`src/rtl/probe_cond_pkg.sv`:
```
// rtl/probe_cond_pkg.sv - probe mode encoding shared with bpReg, plus the exponent-to-count helper
package probe_cond_pkg;

    typedef enum logic [1:0] {
        PROBE_MODE_LEVEL = 2'd0,
        PROBE_MODE_RISE  = 2'd1,
        PROBE_MODE_FALL  = 2'd2,
        PROBE_MODE_ANY   = 2'd3
    } probeMode_t;

    // 2**e - 1; callers truncate, so exponents at or above the counter width saturate to all ones
    function automatic logic [31:0] expMask(input logic [31:0] e);
        return (32'd1 << e) - 32'd1;
    endfunction

endpackage

```
`src/rtl/probe_cond_if.sv`:
```
// rtl/probe_cond_if.sv - probe pins, per-channel configuration and conditioned x/y streams
interface probe_cond_if
    import probe_cond_pkg::*;
#(
    parameter int N_PROBE          = 8,
    parameter int MAX_DEBOUNCE_EXP = 8,
    parameter int MAX_STRETCH_EXP  = 8
);
    localparam int SEL_W = $clog2(N_PROBE);
    localparam int DEB_W = $clog2(MAX_DEBOUNCE_EXP + 1);
    localparam int STR_W = $clog2(MAX_STRETCH_EXP + 1);

    logic [N_PROBE-1:0] i_probes;
    logic [SEL_W-1:0]   i_selX;
    logic [SEL_W-1:0]   i_selY;
    logic               i_invX;
    logic               i_invY;
    probeMode_t         i_modeX;
    probeMode_t         i_modeY;
    logic [DEB_W-1:0]   i_debExpX;
    logic [DEB_W-1:0]   i_debExpY;
    logic [STR_W-1:0]   i_strExpX;
    logic [STR_W-1:0]   i_strExpY;
    logic               o_x;
    logic               o_y;

    modport master (
        output i_probes, i_selX, i_selY, i_invX, i_invY, i_modeX, i_modeY,
               i_debExpX, i_debExpY, i_strExpX, i_strExpY,
        input  o_x, o_y
    );

    modport slave (
        input  i_probes, i_selX, i_selY, i_invX, i_invY, i_modeX, i_modeY,
               i_debExpX, i_debExpY, i_strExpX, i_strExpY,
        output o_x, o_y
    );

endinterface

```
`src/rtl/probe_cond_chan.sv`:
```
// rtl/probe_cond_chan.sv - one conditioning channel: config copy, debounce, event extraction, stretch
module probe_cond_chan
    import probe_cond_pkg::*;
#(
    parameter int N_PROBE          = 8,
    parameter int MAX_DEBOUNCE_EXP = 8,
    parameter int MAX_STRETCH_EXP  = 8,
    localparam int SEL_W = $clog2(N_PROBE),
    localparam int DEB_W = $clog2(MAX_DEBOUNCE_EXP + 1),
    localparam int STR_W = $clog2(MAX_STRETCH_EXP + 1)
) (
    input  logic               clk,
    input  logic               rst,
    input  logic               cg,
    input  logic [N_PROBE-1:0] syncBits,
    input  logic [SEL_W-1:0]   sel,
    input  logic               inv,
    input  probeMode_t         mode,
    input  logic [DEB_W-1:0]   debExp,
    input  logic [STR_W-1:0]   strExp,
    output logic               stream
);
    logic [SEL_W-1:0]            selQ;
    logic                        invQ;
    probeMode_t                  modeQ;
    logic [DEB_W-1:0]            debQ;
    logic [STR_W-1:0]            strQ;
    logic [MAX_DEBOUNCE_EXP-1:0] dbCnt;
    logic [MAX_STRETCH_EXP-1:0]  stCnt;
    logic [MAX_DEBOUNCE_EXP-1:0] dbLimit;
    logic [MAX_STRETCH_EXP-1:0]  stLimit;
    logic                        fQ;
    logic                        prevQ;
    logic                        raw;
    logic                        cfgChange;
    logic                        evt;

    // raw follows the live select so a config change can seed the filter with the new probe
    always_comb begin
        raw = inv;
        if (int'(sel) < N_PROBE) begin
            raw = syncBits[sel] ^ inv;
        end
    end

    always_comb begin
        cfgChange = (sel != selQ) || (inv != invQ) || (mode != modeQ) ||
                    (debExp != debQ) || (strExp != strQ);
        dbLimit   = MAX_DEBOUNCE_EXP'(expMask(32'(debQ)));
        stLimit   = MAX_STRETCH_EXP'(expMask(32'(strQ)));
    end

    always_comb begin
        evt = 1'b0;
        case (modeQ)
            PROBE_MODE_LEVEL: evt = fQ;
            PROBE_MODE_RISE:  evt = fQ & ~prevQ;
            PROBE_MODE_FALL:  evt = ~fQ & prevQ;
            PROBE_MODE_ANY:   evt = fQ ^ prevQ;
            default:          evt = 1'b0;
        endcase
    end

    always_ff @(posedge clk) begin
        if (rst) begin
            selQ   <= '0;
            invQ   <= 1'b0;
            modeQ  <= PROBE_MODE_LEVEL;
            debQ   <= '0;
            strQ   <= '0;
            dbCnt  <= '0;
            stCnt  <= '0;
            fQ     <= 1'b0;
            prevQ  <= 1'b0;
            stream <= 1'b0;
        end else if (cg) begin
            if (cfgChange) begin
                // seeding both fQ and prevQ with raw suppresses a spurious edge on reconfiguration
                selQ   <= sel;
                invQ   <= inv;
                modeQ  <= mode;
                debQ   <= debExp;
                strQ   <= strExp;
                dbCnt  <= '0;
                stCnt  <= '0;
                fQ     <= raw;
                prevQ  <= raw;
                stream <= 1'b0;
            end else begin
                prevQ <= fQ;
                if (debQ == '0) begin
                    fQ <= raw;
                end else if (raw == fQ) begin
                    dbCnt <= '0;
                end else if (dbCnt == dbLimit) begin
                    fQ    <= raw;
                    dbCnt <= '0;
                end else begin
                    dbCnt <= dbCnt + MAX_DEBOUNCE_EXP'(1);
                end

                if (evt) begin
                    stCnt  <= stLimit;
                    stream <= 1'b1;
                end else if (stCnt != '0) begin
                    stCnt  <= stCnt - MAX_STRETCH_EXP'(1);
                    stream <= 1'b1;
                end else begin
                    stream <= 1'b0;
                end
            end
        end
    end

endmodule

```
`src/rtl/probe_cond.sv`:
```
// rtl/probe_cond.sv - shared probe synchroniser feeding independent X and Y conditioning channels
module probe_cond
    import probe_cond_pkg::*;
#(
    parameter int N_PROBE          = 8,
    parameter int SYNC_STAGES      = 2,
    parameter int MAX_DEBOUNCE_EXP = 8,
    parameter int MAX_STRETCH_EXP  = 8
) (
    input logic         i_clk,
    input logic         i_rst,
    input logic         i_cg,
    probe_cond_if.slave bus
);
    logic [N_PROBE-1:0] syncQ [SYNC_STAGES];

    always_ff @(posedge i_clk) begin
        if (i_rst) begin
            for (int i = 0; i < SYNC_STAGES; i++) begin
                syncQ[i] <= '0;
            end
        end else if (i_cg) begin
            syncQ[0] <= bus.i_probes;
            for (int i = 1; i < SYNC_STAGES; i++) begin
                syncQ[i] <= syncQ[i-1];
            end
        end
    end

    probe_cond_chan #(
        .N_PROBE         (N_PROBE),
        .MAX_DEBOUNCE_EXP(MAX_DEBOUNCE_EXP),
        .MAX_STRETCH_EXP (MAX_STRETCH_EXP)
    ) chanX (
        .clk     (i_clk),
        .rst     (i_rst),
        .cg      (i_cg),
        .syncBits(syncQ[SYNC_STAGES-1]),
        .sel     (bus.i_selX),
        .inv     (bus.i_invX),
        .mode    (bus.i_modeX),
        .debExp  (bus.i_debExpX),
        .strExp  (bus.i_strExpX),
        .stream  (bus.o_x)
    );

    probe_cond_chan #(
        .N_PROBE         (N_PROBE),
        .MAX_DEBOUNCE_EXP(MAX_DEBOUNCE_EXP),
        .MAX_STRETCH_EXP (MAX_STRETCH_EXP)
    ) chanY (
        .clk     (i_clk),
        .rst     (i_rst),
        .cg      (i_cg),
        .syncBits(syncQ[SYNC_STAGES-1]),
        .sel     (bus.i_selY),
        .inv     (bus.i_invY),
        .mode    (bus.i_modeY),
        .debExp  (bus.i_debExpY),
        .strExp  (bus.i_strExpY),
        .stream  (bus.o_y)
    );

endmodule

```
`src/flat_wrapper.sv`:
```
// flat-port wrapper written by rule: the top's interface ports become plain ports
module probe_cond_flat import probe_cond_pkg::*;
#(
    parameter int N_PROBE          = 8,
    parameter int SYNC_STAGES      = 2,
    parameter int MAX_DEBOUNCE_EXP = 8,
    parameter int MAX_STRETCH_EXP  = 8
)
  (i_clk, i_rst, i_cg, bus_i_probes, bus_i_selX, bus_i_selY, bus_i_invX, bus_i_invY, bus_i_modeX, bus_i_modeY, bus_i_debExpX, bus_i_debExpY, bus_i_strExpX, bus_i_strExpY, bus_o_x, bus_o_y);
  probe_cond_if #(.N_PROBE(N_PROBE), .MAX_DEBOUNCE_EXP(MAX_DEBOUNCE_EXP), .MAX_STRETCH_EXP(MAX_STRETCH_EXP)) bus_i ();
  input logic i_clk;
  input logic i_rst;
  input logic i_cg;
  input wire logic [$bits(bus_i.i_probes)-1:0] bus_i_probes;
  input wire logic [$bits(bus_i.i_selX)-1:0] bus_i_selX;
  input wire logic [$bits(bus_i.i_selY)-1:0] bus_i_selY;
  input wire logic [$bits(bus_i.i_invX)-1:0] bus_i_invX;
  input wire logic [$bits(bus_i.i_invY)-1:0] bus_i_invY;
  input wire logic [$bits(bus_i.i_modeX)-1:0] bus_i_modeX;
  input wire logic [$bits(bus_i.i_modeY)-1:0] bus_i_modeY;
  input wire logic [$bits(bus_i.i_debExpX)-1:0] bus_i_debExpX;
  input wire logic [$bits(bus_i.i_debExpY)-1:0] bus_i_debExpY;
  input wire logic [$bits(bus_i.i_strExpX)-1:0] bus_i_strExpX;
  input wire logic [$bits(bus_i.i_strExpY)-1:0] bus_i_strExpY;
  output wire logic [$bits(bus_i.o_x)-1:0] bus_o_x;
  output wire logic [$bits(bus_i.o_y)-1:0] bus_o_y;
  assign bus_i.i_probes = bus_i_probes;
  assign bus_i.i_selX = bus_i_selX;
  assign bus_i.i_selY = bus_i_selY;
  assign bus_i.i_invX = bus_i_invX;
  assign bus_i.i_invY = bus_i_invY;
  assign bus_i.i_modeX = bus_i_modeX;
  assign bus_i.i_modeY = bus_i_modeY;
  assign bus_i.i_debExpX = bus_i_debExpX;
  assign bus_i.i_debExpY = bus_i_debExpY;
  assign bus_i.i_strExpX = bus_i_strExpX;
  assign bus_i.i_strExpY = bus_i_strExpY;
  assign bus_o_x = bus_i.o_x;
  assign bus_o_y = bus_i.o_y;
  probe_cond #(.N_PROBE(N_PROBE), .SYNC_STAGES(SYNC_STAGES), .MAX_DEBOUNCE_EXP(MAX_DEBOUNCE_EXP), .MAX_STRETCH_EXP(MAX_STRETCH_EXP)) u_core (.i_clk(i_clk), .i_rst(i_rst), .i_cg(i_cg), .bus(bus_i));
endmodule
```
`config.mk`:
```
export PLATFORM = sky130hd
export DESIGN_NAME = probe_cond_flat
export DESIGN_NICKNAME = d
export VERILOG_FILES = /design/src/rtl/probe_cond_pkg.sv /design/src/rtl/probe_cond_if.sv /design/src/rtl/probe_cond_chan.sv /design/src/rtl/probe_cond.sv /design/src/flat_wrapper.sv
export SDC_FILE = /design/constraint.sdc
export NUM_CORES = 1
export LEC_CHECK = 0
export BUFFER_PORTS_ARGS = -buffer_cell sky130_fd_sc_hd__buf_2
export CAP_MARGIN = 20
export CORE_MARGIN = 1
export CORE_UTILIZATION = 45
export CTS_BUF_LIST = sky130_fd_sc_hd__clkbuf_4 sky130_fd_sc_hd__clkbuf_8
export DETAILED_ROUTE_END_ITERATION = 10
export GPL_TIMING_DRIVEN = 0
export SLEW_MARGIN = 20
export SYNTH_ARGS = -nofsm -noshare
export SYNTH_HDL_FRONTEND = slang
export SYNTH_HIERARCHICAL = 1
export SYNTH_SLANG_ARGS = --single-unit
```
`constraint.sdc`:
```
create_clock -name i_clk -period 5.05 [get_ports i_clk]
set_input_delay 1.01 -clock i_clk [delete_from_list [all_inputs] [get_ports i_clk]]
set_output_delay 1.01 -clock i_clk [all_outputs]
set_load 0.005 [all_outputs]
```
* Word level (Yosys, flattened, before mapping)
Memory sizes are Yosys's and may differ from the RTL's.
Index checks and enable logic that the tools add are counted.
** Storage, ports and cells
- Flip-flop bits (word level) :: 66
- Memory bits (writable) :: 16
- Bits of input ports :: 39
- Output and inout port bits :: 2
- Word-level logic and storage cells :: 142
- Memories kept :: 1
** Memory list
- u_core.syncQ :: words 2, bits a word 8, read ports 2, clocked after memory_dff 0, write ports 2, line probe_cond.sv:15 : logic [N_PROBE-1:0] syncQ [SYNC_STAGES];
** Cells by class
- $add $sub $neg :: 8
- Magnitude comparators :: 2
- Eq/ne operators :: 24
- Shifts and indexed selects :: 4
- Multiplexer cells :: 43
- Bitwise operators :: 14
- Reduce and logical (&&, ||, !) cells :: 26
** Operator list (count)
- $mux 8 :: 16
- $sub 8x1->8 const B :: 6
- $shl 1x4->8 const A :: 4
- $mux 1 :: 23
- $add 8x1->8 const B :: 2
- $eq 8x8->1 :: 2
- $ne 4x4->1 :: 4
- $reduce_bool 8->1 :: 2
- $reduce_and 2->1 :: 6
- $reduce_bool 3->1 :: 4
- $eq 2x2->1 const B :: 4
- $logic_not 4->1 :: 2
- $logic_or 1x1->1 :: 8
- $lt 3x4->1 const B :: 2
- $pmux 1 s4 :: 2
- $bmux 1 s3 :: 2
- $ne 3x3->1 :: 2
- $ne 3x3->1 const B :: 2
- $reduce_and 3->1 :: 2
- $and 1x1->1 :: 4
- $eq 2x1->1 const B :: 2
- $logic_not 2->1 :: 2
- $ne 2x2->1 :: 2
- $ne 2x2->1 const B :: 2
- other kinds (5) :: 14

* Logic depth before layout (Yosys ltp)
Gate-level depths: netlist of the first run.
- Depth after elaboration :: 7
- Mapped depth :: 13
- Mapped depth without buffers :: 11

* By module
The synthesis of the first run kept the hierarchy.
** By module, submodules not included
- probe_cond_chan at u_core.chanY :: instances 1, cells each 293, area an instance 2298.5 um2, sequential area each 660.6 um2
- probe_cond_chan at u_core.chanX :: instances 1, cells each 268, area an instance 2180.8 um2, sequential area each 660.6 um2
- probe_cond :: instances 1, cells each 35, area an instance 656.9 um2, sequential area each 480.5 um2

* Worst setup path before layout of the first run
OpenSTA, ideal clock, no wires.
- Path kind :: input port to flip-flop
- Start :: input port bus_i_selY[1]
- End :: register u_core.chanY.stCnt[5]
- Setup time :: 0.070 ns
- Arrival time :: 2.787 ns
- Data required time :: 4.980 ns
- Path slack :: 2.193 ns
- Stages :: 9
- Buffers on the path :: 3
- Cell sequence :: clkbuf_1 -> xnor2_1 -> nand2_1 -> or4_1 -> buf_2 -> buf_2 -> nor2_1 -> o211ai_1 -> a21oi_1
** On the way
- Cells in the longest elaborated chain, start to end :: 7
- Elaborated cells between the ends (all ways) :: 8
- Those cells by class :: eq/ne (1); mux (1); reduce/logical (6)
** Ends and longest elaborated chain
- start, declared :: line flat_wrapper.sv:16 : input wire logic [$bits(bus_i.i_selY)-1:0] bus_i_selY;
- $ne 3x3->1 (*) :: line probe_cond_chan.sv:47 : cfgChange = (sel != selQ) || (inv != invQ) || (mode != modeQ) ||
- $logic_or 1x1->1 (*) (3 in series) :: line probe_cond_chan.sv:47
- $logic_or 1x1->1 (*) :: line probe_cond_chan.sv:48 : (debExp != debQ) || (strExp != strQ);
- $reduce_bool 3->1 (no line)
- $reduce_and 2->1 (no line)
- end signal, assigned :: line probe_cond_chan.sv:103 : stCnt <= stLimit;
- end signal, assigned :: line probe_cond_chan.sv:106 : stCnt <= stCnt - MAX_STRETCH_EXP'(1);
- end, declared :: line probe_cond_chan.sv:29 : logic [MAX_STRETCH_EXP-1:0] stCnt;
Every way passes the cells marked *; elsewhere a longest branch is shown, timed or not.
A chain may end at the register's enable or synchronous reset.

* Final worst setup path of the first run
- Start :: register u_core.chanY.fQ
- End :: register u_core.chanY.stCnt[4]
** On the way
- Cells in the longest elaborated chain, start to end :: 5
- Elaborated cells between the ends (all ways) :: 9
- Those cells by class :: mux (3); bitwise (4); reduce/logical (2)
** Ends and longest elaborated chain
- start, declared :: line probe_cond_chan.sv:32 : logic fQ;
- start signal, assigned :: line probe_cond_chan.sv:86 : fQ <= raw;
- start signal, assigned :: line probe_cond_chan.sv:92 : fQ <= raw;
- start signal, assigned :: line probe_cond_chan.sv:96 : fQ <= raw;
- $not 1->1 :: line probe_cond_chan.sv:58 : PROBE_MODE_FALL: evt = ~fQ & prevQ;
- $and 1x1->1 :: line probe_cond_chan.sv:58
- $pmux 1 s4 (*) :: line probe_cond_chan.sv:55 : case (modeQ)
- $reduce_bool 3->1 (no line) or $mux 8 (tied branches)
- $reduce_and 2->1 (no line) or $mux 8 (tied branches)
Marked as above.

==> results of run 1 <==
flip-flops by register name (all words and copies together) (netlist names), 2 cells and up:
register            count
u_core/chanX/dbCnt      8
u_core/chanX/debQ       4
u_core/chanX/modeQ      2
u_core/chanX/selQ       3
u_core/chanX/stCnt      8
u_core/chanX/strQ       4
u_core/chanY/dbCnt      8
u_core/chanY/debQ       4
u_core/chanY/modeQ      2
u_core/chanY/selQ       3
u_core/chanY/stCnt      8
u_core/chanY/strQ       4
u_core/syncQ           16
worst min-delay path, stage by stage (launching register included):
cell and delay [ns]:
dfxtp_1 0.33, nand2_1 0.05, a21oi_1 0.05
logic make-up after synthesis:
group                      after synthesis  share of synthesized area (%)
AOI/OAI and AO/OA                      127                           16.9
buffers and inverters                   65                           5.63
DFF                                     82                           35.1
and+or+nand+nor                        235                           25.3
xor gates and xnor gates                54                           9.21
muxes                                   23                           5.51
adders and majority gates               10                           2.44
final timing paths:
| check | startpoint | end | depth (start not counted) |
|---|---|---|---|
| setup / recovery | u_core/chanY/fQ$_SDFFE_PP0P_ | u_core/chanY/stCnt[4]$_SDFFE_PP0P_ | 12 |
| hold / removal | u_core/chanX/invQ$_SDFFE_PP0P_ | u_core/chanX/invQ$_SDFFE_PP0P_ | 2 |
| setup reg to reg | u_core/chanY/fQ$_SDFFE_PP0P_ | u_core/chanY/stCnt[4]$_SDFFE_PP0P_ | 12 |
| hold reg to reg | u_core/chanX/invQ$_SDFFE_PP0P_ | u_core/chanX/invQ$_SDFFE_PP0P_ | 2 |
metal layers:
layer | vias up | part of all wire [%]
met4 | 0 | 1.7
li1 | 2247 | -
met5 | - | 0
met1 | 2141 | 49
met3 | 12 | 3.6
met2 | 79 | 46
metrics by stage:
stage	total power (W)	setup slack (ns)	utilization, %
6_report	0.00160	1.87	52.5
5_1_grt	0.00168	1.67	52.5
4_1_cts	0.00162	1.93	52.5
3_5_place_dp	0.000994	1.69	50.1
3_3_place_gp	0.000988	1.71	50.1
2_1_floorplan	0.000918	2.19	-
cells in the final DEF, fill, tap and decap left out, types with 4 or more instances in the layout:
master     netlist  routed
nor2b_1          6       6
and3b_2          6       6
o21a_1           4       4
dfxtp_1         66      66
inv_1           18      18
o31ai_1          5       5
a211oi_1         4       4
or4_4            4       4
o21ai_0         10      10
ha_1            10      10
buf_2            5      44
nor2_1          47      47
nand2_1         50      50
or4_1            4       4
xnor2_1         30      30
nor4_1           5       5
mux2i_1         17      17
nand3b_1         6       6
clkbuf_1        33      33
xor2_1          24      24
o2111a_1         4       4
mux4_2           4       4
and3_1           4       4
buf_6            5       5
o211ai_1         4       4
o2111ai_1        8       8
nand2b_1         7       7
bufinv_16        0       4
or3_1            5       5
and3b_1         10      10
edfxtp_1        16      16
nor3_1          14      14
nand3_1         41      41
nand4_1          6       6
a22oi_1          9       9
a21oi_1         47      47
clkbuf_8         0       9
o21ai_1         10      10
final cells by class:
class                      count  share of cell area (%)
clock buffer                  10                    2.28
tap                          140                    3.04
multi-input combinational    449                    52.8
buffer                        46                    3.78
sequential                    82                    31.2
timing repair buffer          39                    3.38
clock inverter                 6                    2.23
inverter                      19                    1.24
power groups by stage:
stage               Sequential, W  Combinational (W)  Clock, W
finish                   0.000706           0.000273  0.000625
global route             0.000709           0.000302  0.000670
CTS                      0.000706           0.000273  0.000641
detailed placement       0.000722           0.000272         0
global placement         0.000720           0.000267         0
floorplan                0.000717           0.000201         0
==> results, run 1 <==
- The count of input and output buffers is 39.
- The detailed placer's ending HPWL is 8850 um.
- The clock period minus worst slack is 3.18 ns.
- The slew of the pin with the lowest slew margin is 0.952 ns.
- The internal cell power is ~0.0012 W.
- The routability congestion estimate from global placement is 0.794.
- The number of placed instances, taps included, is between 700 and 800.
- The met2 global-route usage is between 30 and 40%.
- The cell with the most instances on the worst path is inv_1.
- The flip-flop cell with the highest count after synthesis is dfxtp_1.
- The number of optimization iterations in the first detailed-route pass is 5.
- The worst path buffer plus inverter count is 5.
- The floorplan row count is 38.
- The number of antenna violations at the first check in global routing is 0.
- The signal on the critical path passes through inv_1, ha_1, inv_1, mux4_2, clkbuf_1, clkbuf_1, mux2i_1, ha_1, inv_1, or3_1, a32oi_1, nor2_1.
- The post-synth net total is 645.
- The static leakage power is 2.22 nW.
- From synthesis to final layout, the design area changed by 12.3%.
- After the last flow step, the layout net total stands at 695.
- The maximum clock path buffer count is 2.
- For the worst setup path, the data arrival time is 3.42 ns.
- Across every metal layer, demand over resource in global routing totals 21.6%.
- The detail route stage leaves a number of antenna-violating nets equal to 0.
- The run finished with clean final reports.
- Summed over all failing endpoints, the final setup total negative slack is 0 ns.
- In this run the clock root is driven by a clkbuf_8.
- The kind of cell with the highest combined delay along the critical path is buffers and inverters.
- Clock skew on the completed layout was measured at 0.00758 ns.
- Dividing total power by cell area gives a power density of 278 nW/um^2.
- Summing all flip-flop and latch instances after layout gives 1800 um^2.
- The most repeated cell in the gate-level netlist after synthesis is dfxtp_1.
- The setup check on the worst reg-to-reg path leaves a slack of 1.87 ns.
- The floorplan step defined a die boundary enclosing 11800 um^2.
- The largest net degree at the start of global routing is 18.
- The category of the worst setup path launch point is a flip-flop.
- The number of slew-limit violations in the final report came to 0.
- For this run, the register share of the synthesized area comes to 35.1%.
- The data required time of the worst path is about 5.3 ns.
- IR analysis of the VDD net gives a maximum drop of between 0.15 and 0.2 mV.
- The post-layout instance area is about 5800 um^2.
- CTS saw 82 sinks.
- The detailed-route wire length is 12100 um.
- The commonest cells after synthesis are dfxtp_1 (66), nand2_1 (50), a21oi_1 (47), nor2_1 (47), nand3_1 (41).
- In the synthesized netlist the async set-or-reset flop fraction comes to 0%.
- The post-route netlist has 14.6% of its cells at a drive strength greater than 1.
- Hold repair after CTS inserted 0 buffers.
- The filler cell count in the final layout is roughly 1100.
- The number of buffers inserted during clock tree synthesis is 9.
- Combinational logic is responsible for 17.0% of the overall power.
- By area the synthesized netlist is led by dfxtp_1 (26%), edfxtp_1 (9.4%), xnor2_1 (5.1%).
- Clock-pin slew was measured on the worst setup and hold paths at 0.08 ns.
- Setup repair after global routing left no endpoint under its margin.
- The number of violations reported at the end of detailed-routing iteration 0 is 221.
- Summing all multi-input logic gate instances after layout gives 3050 um^2.
- In this run the count of I/O pins placed on the die edge is between 40 and 50.
- Once the clock tree was built, the setup fixing pass inserted 0 buffers.
- For this design the total switching power over the nets is roughly 0.00042 W.
- In this run, the clock network consumes 38.9% of the power.
- After layout, the worst path uses 62.9% of the clock period.
- The slowest stage cell on the critical path is dfxtp_1.
- The quantity of gates resized following cts is 0.
- The critical path in this run is classified as reg -> reg.
- In this run the cell area of the synthesized design comes to 5140 um^2.
- The met3 usage is 2.81%.
- The share of total power dissipated in sequential elements is 44.0%.
- Static timing analysis puts the maximum clock frequency at 0.315 GHz.
- The Yosys step of the flow raised 6 warnings.
- Across the run, the number of max-cap violations was 0.
- The chip width is 109 um.
- The routed wirelength normalized by instance count is 15.3 um.
- Once the floorplan was initialized, standard cells occupied 46.8% of the core.
- The biggest area contributor in the post-synthesis netlist is dfxtp_1.
- The met1 track demand over resource in global routing is 29.2%.
- Headroom to the max-slew limit came out at 35.7%.
- Summed over its instances, the top area cell type makes up 25.7% of the synthesized netlist area.
- For this run the aggregate overflow at the end of global routing stands at 0.
- Setup violations remaining at the end of the flow were counted as 0.
- The final hold violation count is 0.
- The switching part of the total is 26.0%.
- Using the TritonRoute via totals, the vias-per-cell ratio works out to 5.66.
- The via count of the first global-routing pass is 4094.
- Yosys mapped the design onto 70 distinct sky130hd cell types.
- The critical path's largest stage delay is 0.44 ns.
- The worst setup path is captured at a flip-flop.
- The average cell area after synthesis is 8.62 um^2.
- Hold timing on the final database bottoms out at a slack of approximately 0.47 ns.
- The class of the worst hold path is reg -> reg.
- Counting flops and latches in the post-synthesis netlist gives 82.
- Of all nets on the critical path, the largest fanout is 10.
- Summing over every cut layer, the via total after detailed routing is 4479.
- The remaining routing DRC violations is 0.
- The number of antenna diodes in the final layout is 0.
- The number of flops mapped to enable cells by yosys is 16.
- The clock insertion delay at the later pin of the skew report is 0.37 ns.
- The count of cells in the finished layout, fillers not included, comes to between 700 and 800.
- The height of the chip is 109 um.
- The deepest level of the CTS H-tree is 3.
- Summing all placed instances gives a cell area of about 5500 um^2.
- The first-pass GRT wire length is 19700 um.
- The clock tree from TritonCTS is yes.
- In this run the most used layer during global routing was met2.
- The number of cells produced by synthesis is 596.
- The total area inside the core boundary comes to 11000 um^2.
Power figures use the tool's default switching activity.
==> run 2, diff against run 1 <==
==> constraint.sdc (replaced) <==
create_clock -name i_clk -period 3.3 [get_ports i_clk]
set_input_delay 0.66 -clock i_clk [delete_from_list [all_inputs] [get_ports i_clk]]
set_output_delay 0.66 -clock i_clk [all_outputs]
set_load 0.005 [all_outputs]
==> results, run 2 (synthesized netlist as in run 1, its figures left out) <==
- The number of violations reported at the end of detailed-routing iteration 0 is 221 (unchanged).
- The count of clock tree sinks came to 82 (unchanged).
- The kind of cell with the highest combined delay along the critical path is multiplexers.
- The slowest stage cell on the critical path is mux4_2.
- The data required time of the worst path came to 3.54 ns (-1.75 ns).
- The run finished with clean final reports.
- The via count is 4470 (-0.20%).
- The relative max-transition margin is 31.8% (-3.9 points).
- The final critical-path share of the clock period was 93.9% (+31 points).
- The flip-flop count of the largest register, all copies and words added is 16 (unchanged).
- The number of placed I/O pins came to 41 (unchanged).
- The final-report setup violation count is 0 (unchanged).
- The total power per unit cell area came to 426 nW/um^2 (+53%).
- The largest vdd supply drop is 0.263 mV (+53%).
- The detailed placer's ending HPWL is 8850 um (unchanged).
- The max-cap check violation count is 0 (unchanged).
- The effective utilization at floorplan came to 46.8% (unchanged).
- The number of buffers inserted by post-CTS setup repair is 0 (unchanged).
- The placed standard-cell area was 5510 um^2 (unchanged).
- The clock insertion delay at the later pin of the skew report is 0.37 ns (about the same).
- The number of optimization iterations in the first detailed-route pass came to 5 (unchanged).
- The first-pass GRT wire length is 19700 um (unchanged).
- The accumulated negative setup slack is 0 ns (unchanged).
- The highest fanout seen on the critical path is 10 (unchanged).
- The die area came to 11800 um^2 (unchanged).
- The register ranked first by flip-flop count is u_core/syncQ.
- The detailed-route wire length is 12100 um (+0.21%).
- The via density per instance came to 5.65 (-0.20%).
- The antenna diode count was 0 (unchanged).
- The origin of the worst min-delay path is u_core/chanX/invQ$_SDFFE_PP0P_.
- The number of antenna violations at the first check in global routing is 0 (unchanged).
- The chip width came to 109 um (unchanged).
- The post-layout instance area is 5770 um^2 (about the same).
- The tightest hold margin is 0.474 ns (+0.00000300 ns).
- The deepest level of the CTS H-tree is 3 (unchanged).
- The cell with the most instances on the worst path is inv_1.
- The routability congestion estimate from global placement was 0.794 (unchanged).
- The area overhead of the layout relative to synthesis came to 12.3% (about the same).
- The final hold violation count is 0 (unchanged).
- The worst register-to-register path begins at u_core/chanX/fQ$_SDFFE_PP0P_.
- The critical path class is reg -> reg.
- The post-layout net count is 695 (unchanged).
- The internal cell power is 0.00182 W (+53%).
- The slew of the pin with the lowest slew margin came to 1.01 ns (+0.0572 ns).
- The critical path endpoint category is a flip-flop.
- STA classifies the critical path startpoint as a flip-flop.
- The total of hold buffers inserted after clock tree synthesis is 0 (unchanged).
- Walking the worst path, the cells encountered are inv_1, ha_1, inv_1, mux4_2, clkbuf_2, clkbuf_1, mux2i_1, ha_1, inv_1, or3_1, a32oi_1, nor2_1.
- The number of slew-limit violations in the final report was 0 (unchanged).
- The number of placed cells counting well taps is 775 (unchanged).
- The total net switching power was 0.000642 W (+54%).
- The remaining antenna violation count was 0 (unchanged).
- The top cell types in the final layout, fill and taps aside, are dfxtp_1 (66), nand2_1 (50), nor2_1 (47), a21oi_1 (47), buf_2 (44).
- The routed wirelength normalized by instance count was 15.3 um (+0.21%).
- The switching part of the total is 26.1% (+0.11 points).
- The clock root buffer is clkbuf_8.
- The clock period minus worst slack is 3.10 ns (-0.0774 ns).
- The remaining routing DRC violations is 0 (unchanged).
- The leftover overflow at the end of global routing is 0 (unchanged).
- The data arrival time at the worst-slack endpoint is 3.34 ns (-0.08 ns).
- The via count of the first global-routing pass was 4094 (unchanged).
- The clock share of power is 39.0% (about the same).
- The total global routing track utilization came to 21.6% (unchanged).
- The count of input and output buffers is 39 (unchanged).
- The post-layout instance count excluding filler cells was 791 (unchanged).
- The sequential cell fraction of total power is 44.0% (about the same).
- TritonCTS built the clock tree.
- The share of total power in combinational logic came to 17.1% (about the same).
- The maximum clock path buffer count was 2 (unchanged).
- The floorplan row count is 38 (unchanged).
- The tightest min-delay check is of the reg -> reg type.
- The placeable core region was 11000 um^2 (unchanged).
- The largest net degree at the start of global routing is 18 (unchanged).
- The timing-limited maximum frequency is 0.323 GHz (+2.5%).
- The quantity of gates resized following cts was 0 (unchanged).
- The critical path's largest stage delay came to 0.45 ns (about the same).
- The final design utilization is 52.5% (about the same).
- The clock skew after layout is 0.00840 ns (+0.000821 ns).
- The most critical setup path has its startpoint at u_core/chanX/fQ$_SDFFE_PP0P_.
- The worst path buffer plus inverter count is 5 (unchanged).
- The number of buffers inserted during clock tree synthesis is 9 (unchanged).
- The library cell used most frequently in the layout, excluding fill and tap cells, is dfxtp_1.
- The height of the chip is 109 um (unchanged).
- The clock input transition at the sequential cells of the worst setup and hold paths is 0.08 ns (about the same).
- The share of layout cells above drive strength 1 came to 14.7% (+0.15 points).
- The static leakage power came to 2.23 nW (+0.15%).
- Setup repair after global routing left no endpoint under its margin.
-- run 2: power by group through the flow --
stage / Combinational, W / Clock (W) / Sequential [W]
after detailed placement: 0.000417 / 0 / 0.00110
after global routing: 0.000462 / 0.00103 / 0.00109
final: 0.000419 / 0.000959 / 0.00108
after CTS: 0.000418 / 0.000981 / 0.00108
after floorplan: 0.000308 / 0 / 0.00110
after global placement: 0.000409 / 0 / 0.00110
-- run 2: final cells by class --
cell class              count  area (um^2)
plain buffers              46          219
clock buffers              10          131
clock inverters             6          129
fillers                  1054         5220
inverters                  19         71.3
multi-input cells         449         3050
flip-flops and latches     82         1800
well taps                 140          175
repair buffers             39          195
-- run 2: path summary, 6_finish.rpt --
kind                            cells after the start                                  to  slack, ns
worst max register to register                     12  u_core/chanX/stCnt[4]$_SDFFE_PP0P_       0.20
worst min register to register                      2      u_core/chanX/invQ$_SDFFE_PP0P_       0.47
worst max-delay path                               12  u_core/chanX/stCnt[4]$_SDFFE_PP0P_       0.20
worst min-delay path                                2      u_core/chanX/invQ$_SDFFE_PP0P_       0.47
-- run 2: per-stage QoR --
stage               setup slack [ns]  power, W
floorplan                      0.531   0.00141
global placement               0.261   0.00151
detailed placement             0.200   0.00152
CTS                            0.175   0.00248
global route                  0.0116   0.00257
finish                         0.201   0.00246
-- run 2: per-layer routing --
| metal | GRT usage [%] | up-vias | wire, um |
|---|---|---|---|
| li1 | - | 2246 | - |
| met1 | 29.2 | 2141 | 5920 |
| met2 | 34.3 | 73 | 5560 |
| met3 | 2.81 | 10 | 438 |
| met4 | 9.85 | 0 | 183 |
| met5 | 0 | - | 0 |
-- run 2: worst register-to-register path, stage by stage, from the launching register on --
cell,delay (ns)
dfxtp_1,0.39
inv_1,0.10
ha_1,0.28
inv_1,0.03
mux4_2,0.45
clkbuf_2,0.20
clkbuf_1,0.27
mux2i_1,0.27
ha_1,0.23
inv_1,0.07
or3_1,0.37
a32oi_1,0.25
nor2_1,0.06
==> run 3, diff against run 2 <==
--- a/config.mk
+++ b/config.mk
@@ -7,11 +7,14 @@
 export LEC_CHECK = 0
 export BUFFER_PORTS_ARGS = -buffer_cell sky130_fd_sc_hd__buf_2
 export CAP_MARGIN = 20
+export CELL_PAD_IN_SITES_DETAIL_PLACEMENT = 0
+export CELL_PAD_IN_SITES_GLOBAL_PLACEMENT = 1
 export CORE_MARGIN = 1
 export CORE_UTILIZATION = 45
 export CTS_BUF_LIST = sky130_fd_sc_hd__clkbuf_4 sky130_fd_sc_hd__clkbuf_8
 export DETAILED_ROUTE_END_ITERATION = 10
 export GPL_TIMING_DRIVEN = 0
+export PLACE_DENSITY_LB_ADDON = 0.1
 export SLEW_MARGIN = 20
 export SYNTH_ARGS = -nofsm -noshare
 export SYNTH_HDL_FRONTEND = slang
==> results, run 3 (synthesized netlist as in run 1, its figures left out) <==
- The critical path's largest stage delay is 0.46 ns (about the same).
- The worst-case register-to-register setup slack is 0.19 ns (about the same).
- The post-layout net count is 696 (+0.14%).
- The die area is 11800 um^2 (unchanged).
- The placed standard-cell area is 5510 um^2 (unchanged).
- The count of input and output buffers came to 39 (unchanged).
- The final-report setup violation count is 0 (unchanged).
- The number of stages on the worst hold path is 2 (unchanged).
- The launching point of the worst reg2reg path is u_core/chanX/fQ$_SDFFE_PP0P_.
- The number of optimization iterations in the first detailed-route pass is 5 (unchanged).
- The highest fanout seen on the critical path is 10 (unchanged).
- Setup repair after global routing left no endpoint under its margin.
- The maximum clock path buffer count is 2 (unchanged).
- The detailed-route wire length is 12600 um (+4.2%).
- The via count was 4458 (-0.27%).
- The final critical-path share of the clock period came to 94.3% (+0.39 points).
- The remaining routing DRC violations was 0 (unchanged).
- The largest net degree at the start of global routing came to 18 (unchanged).
- The clock skew after layout came to 0.00765 ns (-0.000755 ns).
- The number of buffers inserted during clock tree synthesis is 9 (unchanged).
- The filler cell count in the final layout is 1065 (+1.0%).
- The max-cap check violation count is 0 (unchanged).
- The worst path buffer plus inverter count is 5 (unchanged).
- The critical path class is reg -> reg.
- The routed wirelength normalized by instance count is 15.9 um (+4.1%).
- The chip width is 109 um (unchanged).
- The largest vdd supply drop was 0.189 mV (-28%).
- The number of antenna violations at the first check in global routing came to 0 (unchanged).
- The clock input transition at the sequential cells of the worst setup and hold paths is 0.08 ns (about the same).
- The slew of the pin with the lowest slew margin is 0.948 ns (-0.0614 ns).
- In the layout the commonest cells are dfxtp_1 (66), nand2_1 (50), nor2_1 (47), a21oi_1 (47), buf_2 (44).
- The data required time of the worst path came to 3.54 ns (about the same).
- The clock insertion delay at the later pin of the skew report is 0.37 ns (about the same).
- The relative max-transition margin was 36.0% (+4.1 points).
- The startpoint identified for the worst hold timing path is u_core/chanY/selQ[2]$_SDFFE_PP0P_.
- The flow ran to the end, and the final reports show no timing, DRC or antenna violations.
- The critical path endpoint category is a flip-flop.
- The floorplan row count is 38 (unchanged).
- The remaining antenna violation count was 0 (unchanged).
- The placeable core region is 11000 um^2 (unchanged).
- The clock period minus worst slack is 3.11 ns (+0.0129 ns).
- In this design, the critical path's most frequently occurring cell is inv_1.
- The data arrival time at the worst-slack endpoint is 3.35 ns (about the same).
- The deepest level of the CTS H-tree was 3 (unchanged).
- The flip-flop count of the largest register, all copies and words added is 16 (unchanged).
- The via density per instance came to 5.63 (-0.39%).
- The worst-case setup margin in the final layout is 0.188 ns (-0.0129 ns).
- The final hold violation count is 0 (unchanged).
- The family of cells with the greatest summed delay on the critical path is multiplexers.
- The commonest non-fill, non-tap cell in the layout is dfxtp_1.
- The post-layout instance area is 5700 um^2 (-1.2%).
- The number of violations reported at the end of detailed-routing iteration 0 is 287 (+30%).
- The number of slew-limit violations in the final report came to 0 (unchanged).
- The share of layout cells above drive strength 1 was 15.0% (+0.28 points).
- The overall power came to 0.00222 W (-9.8%).
- The setup slack at placement is 0.194 ns (-0.00558 ns).
- The category of the worst setup path launch point is a flip-flop.
- The count of clock tree sinks is 82 (unchanged).
- The total global routing track utilization is 22.6% (+0.94 points).
- The effective utilization at floorplan is 46.8% (unchanged).
- The number of cells on the worst reg-to-reg path is 12 (unchanged).
- The worst-case hold path end point is u_core/chanY/selQ[2]$_SDFFE_PP0P_.
- The register ranked first by flip-flop count is u_core/syncQ.
- The routability congestion estimate from global placement is 0.841 (+5.9%).
- The timing-limited maximum frequency came to 0.321 GHz (-0.41%).
- From synthesis to final layout, the design area changed by 10.9%.
- The accumulated negative setup slack was 0 ns (unchanged).
- The leftover overflow at the end of global routing is 0 (unchanged).
- The class of the worst hold path is reg -> reg.
- In this run the clock root is driven by a clkbuf_8.
- The height of the chip is 109 um (unchanged).
- The total power per unit cell area is 389 nW/um^2 (-8.7%).
- The number of placed I/O pins came to 41 (unchanged).
- The first-pass GRT wire length is 20600 um (+4.2%).
- The static leakage power is 2.20 nW (-1.2%).
- TritonCTS built the clock tree.
- Walking the worst path, the cells encountered are inv_1, ha_1, inv_1, mux4_2, clkbuf_2, clkbuf_1, mux2i_1, ha_1, inv_1, or3_1, a32oi_1, nor2_1.
- The slowest stage cell on the critical path is mux4_2.
- The tightest hold margin is 0.469 ns (-0.00485 ns).
- The detailed placer's ending HPWL came to 9030 um (+2.1%).
- The worst register-to-register path ends at u_core/chanX/stCnt[4]$_SDFFE_PP0P_.
- The antenna diode count was 0 (unchanged).
- The via count of the first global-routing pass was 4134 (+0.98%).
-- run 3: per-stage QoR --
stage	utilization, %	std cells
after floorplan	-	596
after CTS	51.8	791
after global routing	51.9	792
after detailed placement	50.1	775
final	51.9	792
after global placement	50.1	775
-- run 3: worst max path at each step --
stage                                         end  slack, ns                              start  depth (start not counted)
2_1_floorplan        u_core/chanX/fQ$_SDFFE_PP0P_       0.53  u_core/chanX/debQ[0]$_SDFFE_PP0P_                         10
3_3_place_gp   u_core/chanY/stCnt[4]$_SDFFE_PP0P_       0.24       u_core/chanY/fQ$_SDFFE_PP0P_                         12
3_5_place_dp   u_core/chanY/stCnt[4]$_SDFFE_PP0P_       0.19       u_core/chanY/fQ$_SDFFE_PP0P_                         12
4_1_cts        u_core/chanY/stCnt[4]$_SDFFE_PP0P_       0.20       u_core/chanY/fQ$_SDFFE_PP0P_                         12
5_1_grt        u_core/chanX/stCnt[6]$_SDFFE_PP0P_       0.02       u_core/chanX/fQ$_SDFFE_PP0P_                         12
6_report       u_core/chanX/stCnt[4]$_SDFFE_PP0P_       0.19       u_core/chanX/fQ$_SDFFE_PP0P_                         12
-- run 3: repair_timing --
action,in CTS,in global routing
setup endpoints to repair,0,2
resized for setup,0,2
hold buffers,0,0
buffers inserted,0,1
-- run 3: report_power, final --
part           internal, W  total [W]  switching, W  leakage, nW
clock network     0.000347   0.000710      0.000364       0.0995
registers          0.00106    0.00108     0.0000222        0.712
logic             0.000175   0.000426      0.000250         1.39
total              0.00158    0.00222      0.000636         2.20
-- run 3: layout make-up --
| type | instances | area [um^2] | area share [%] |
|---|---|---|---|
| clock buffers | 16 | 183 | 3.21 |
| inverters | 19 | 71.3 | 1.25 |
| multi-input cells | 449 | 3050 | 53.4 |
| well taps | 140 | 175 | 3.07 |
| flip-flops and latches | 82 | 1800 | 31.6 |
| plain buffers | 46 | 219 | 3.84 |
| repair buffers | 40 | 203 | 3.56 |
-- run 3: layer usage --
metal	wire length (um)	GRT usage [%]
met4	152	7.43
met2	5950	36.9
met1	6110	29.8
met3	402	4.30
met5	0	0
-- run 3: worst register-to-register path: stages, from the launching register on --
cell and delay, ns:
dfxtp_1 0.39, inv_1 0.10, ha_1 0.28, inv_1 0.03
mux4_2 0.46, clkbuf_2 0.21, clkbuf_1 0.26, mux2i_1 0.27
ha_1 0.23, inv_1 0.07, or3_1 0.37, a32oi_1 0.24
nor2_1 0.06
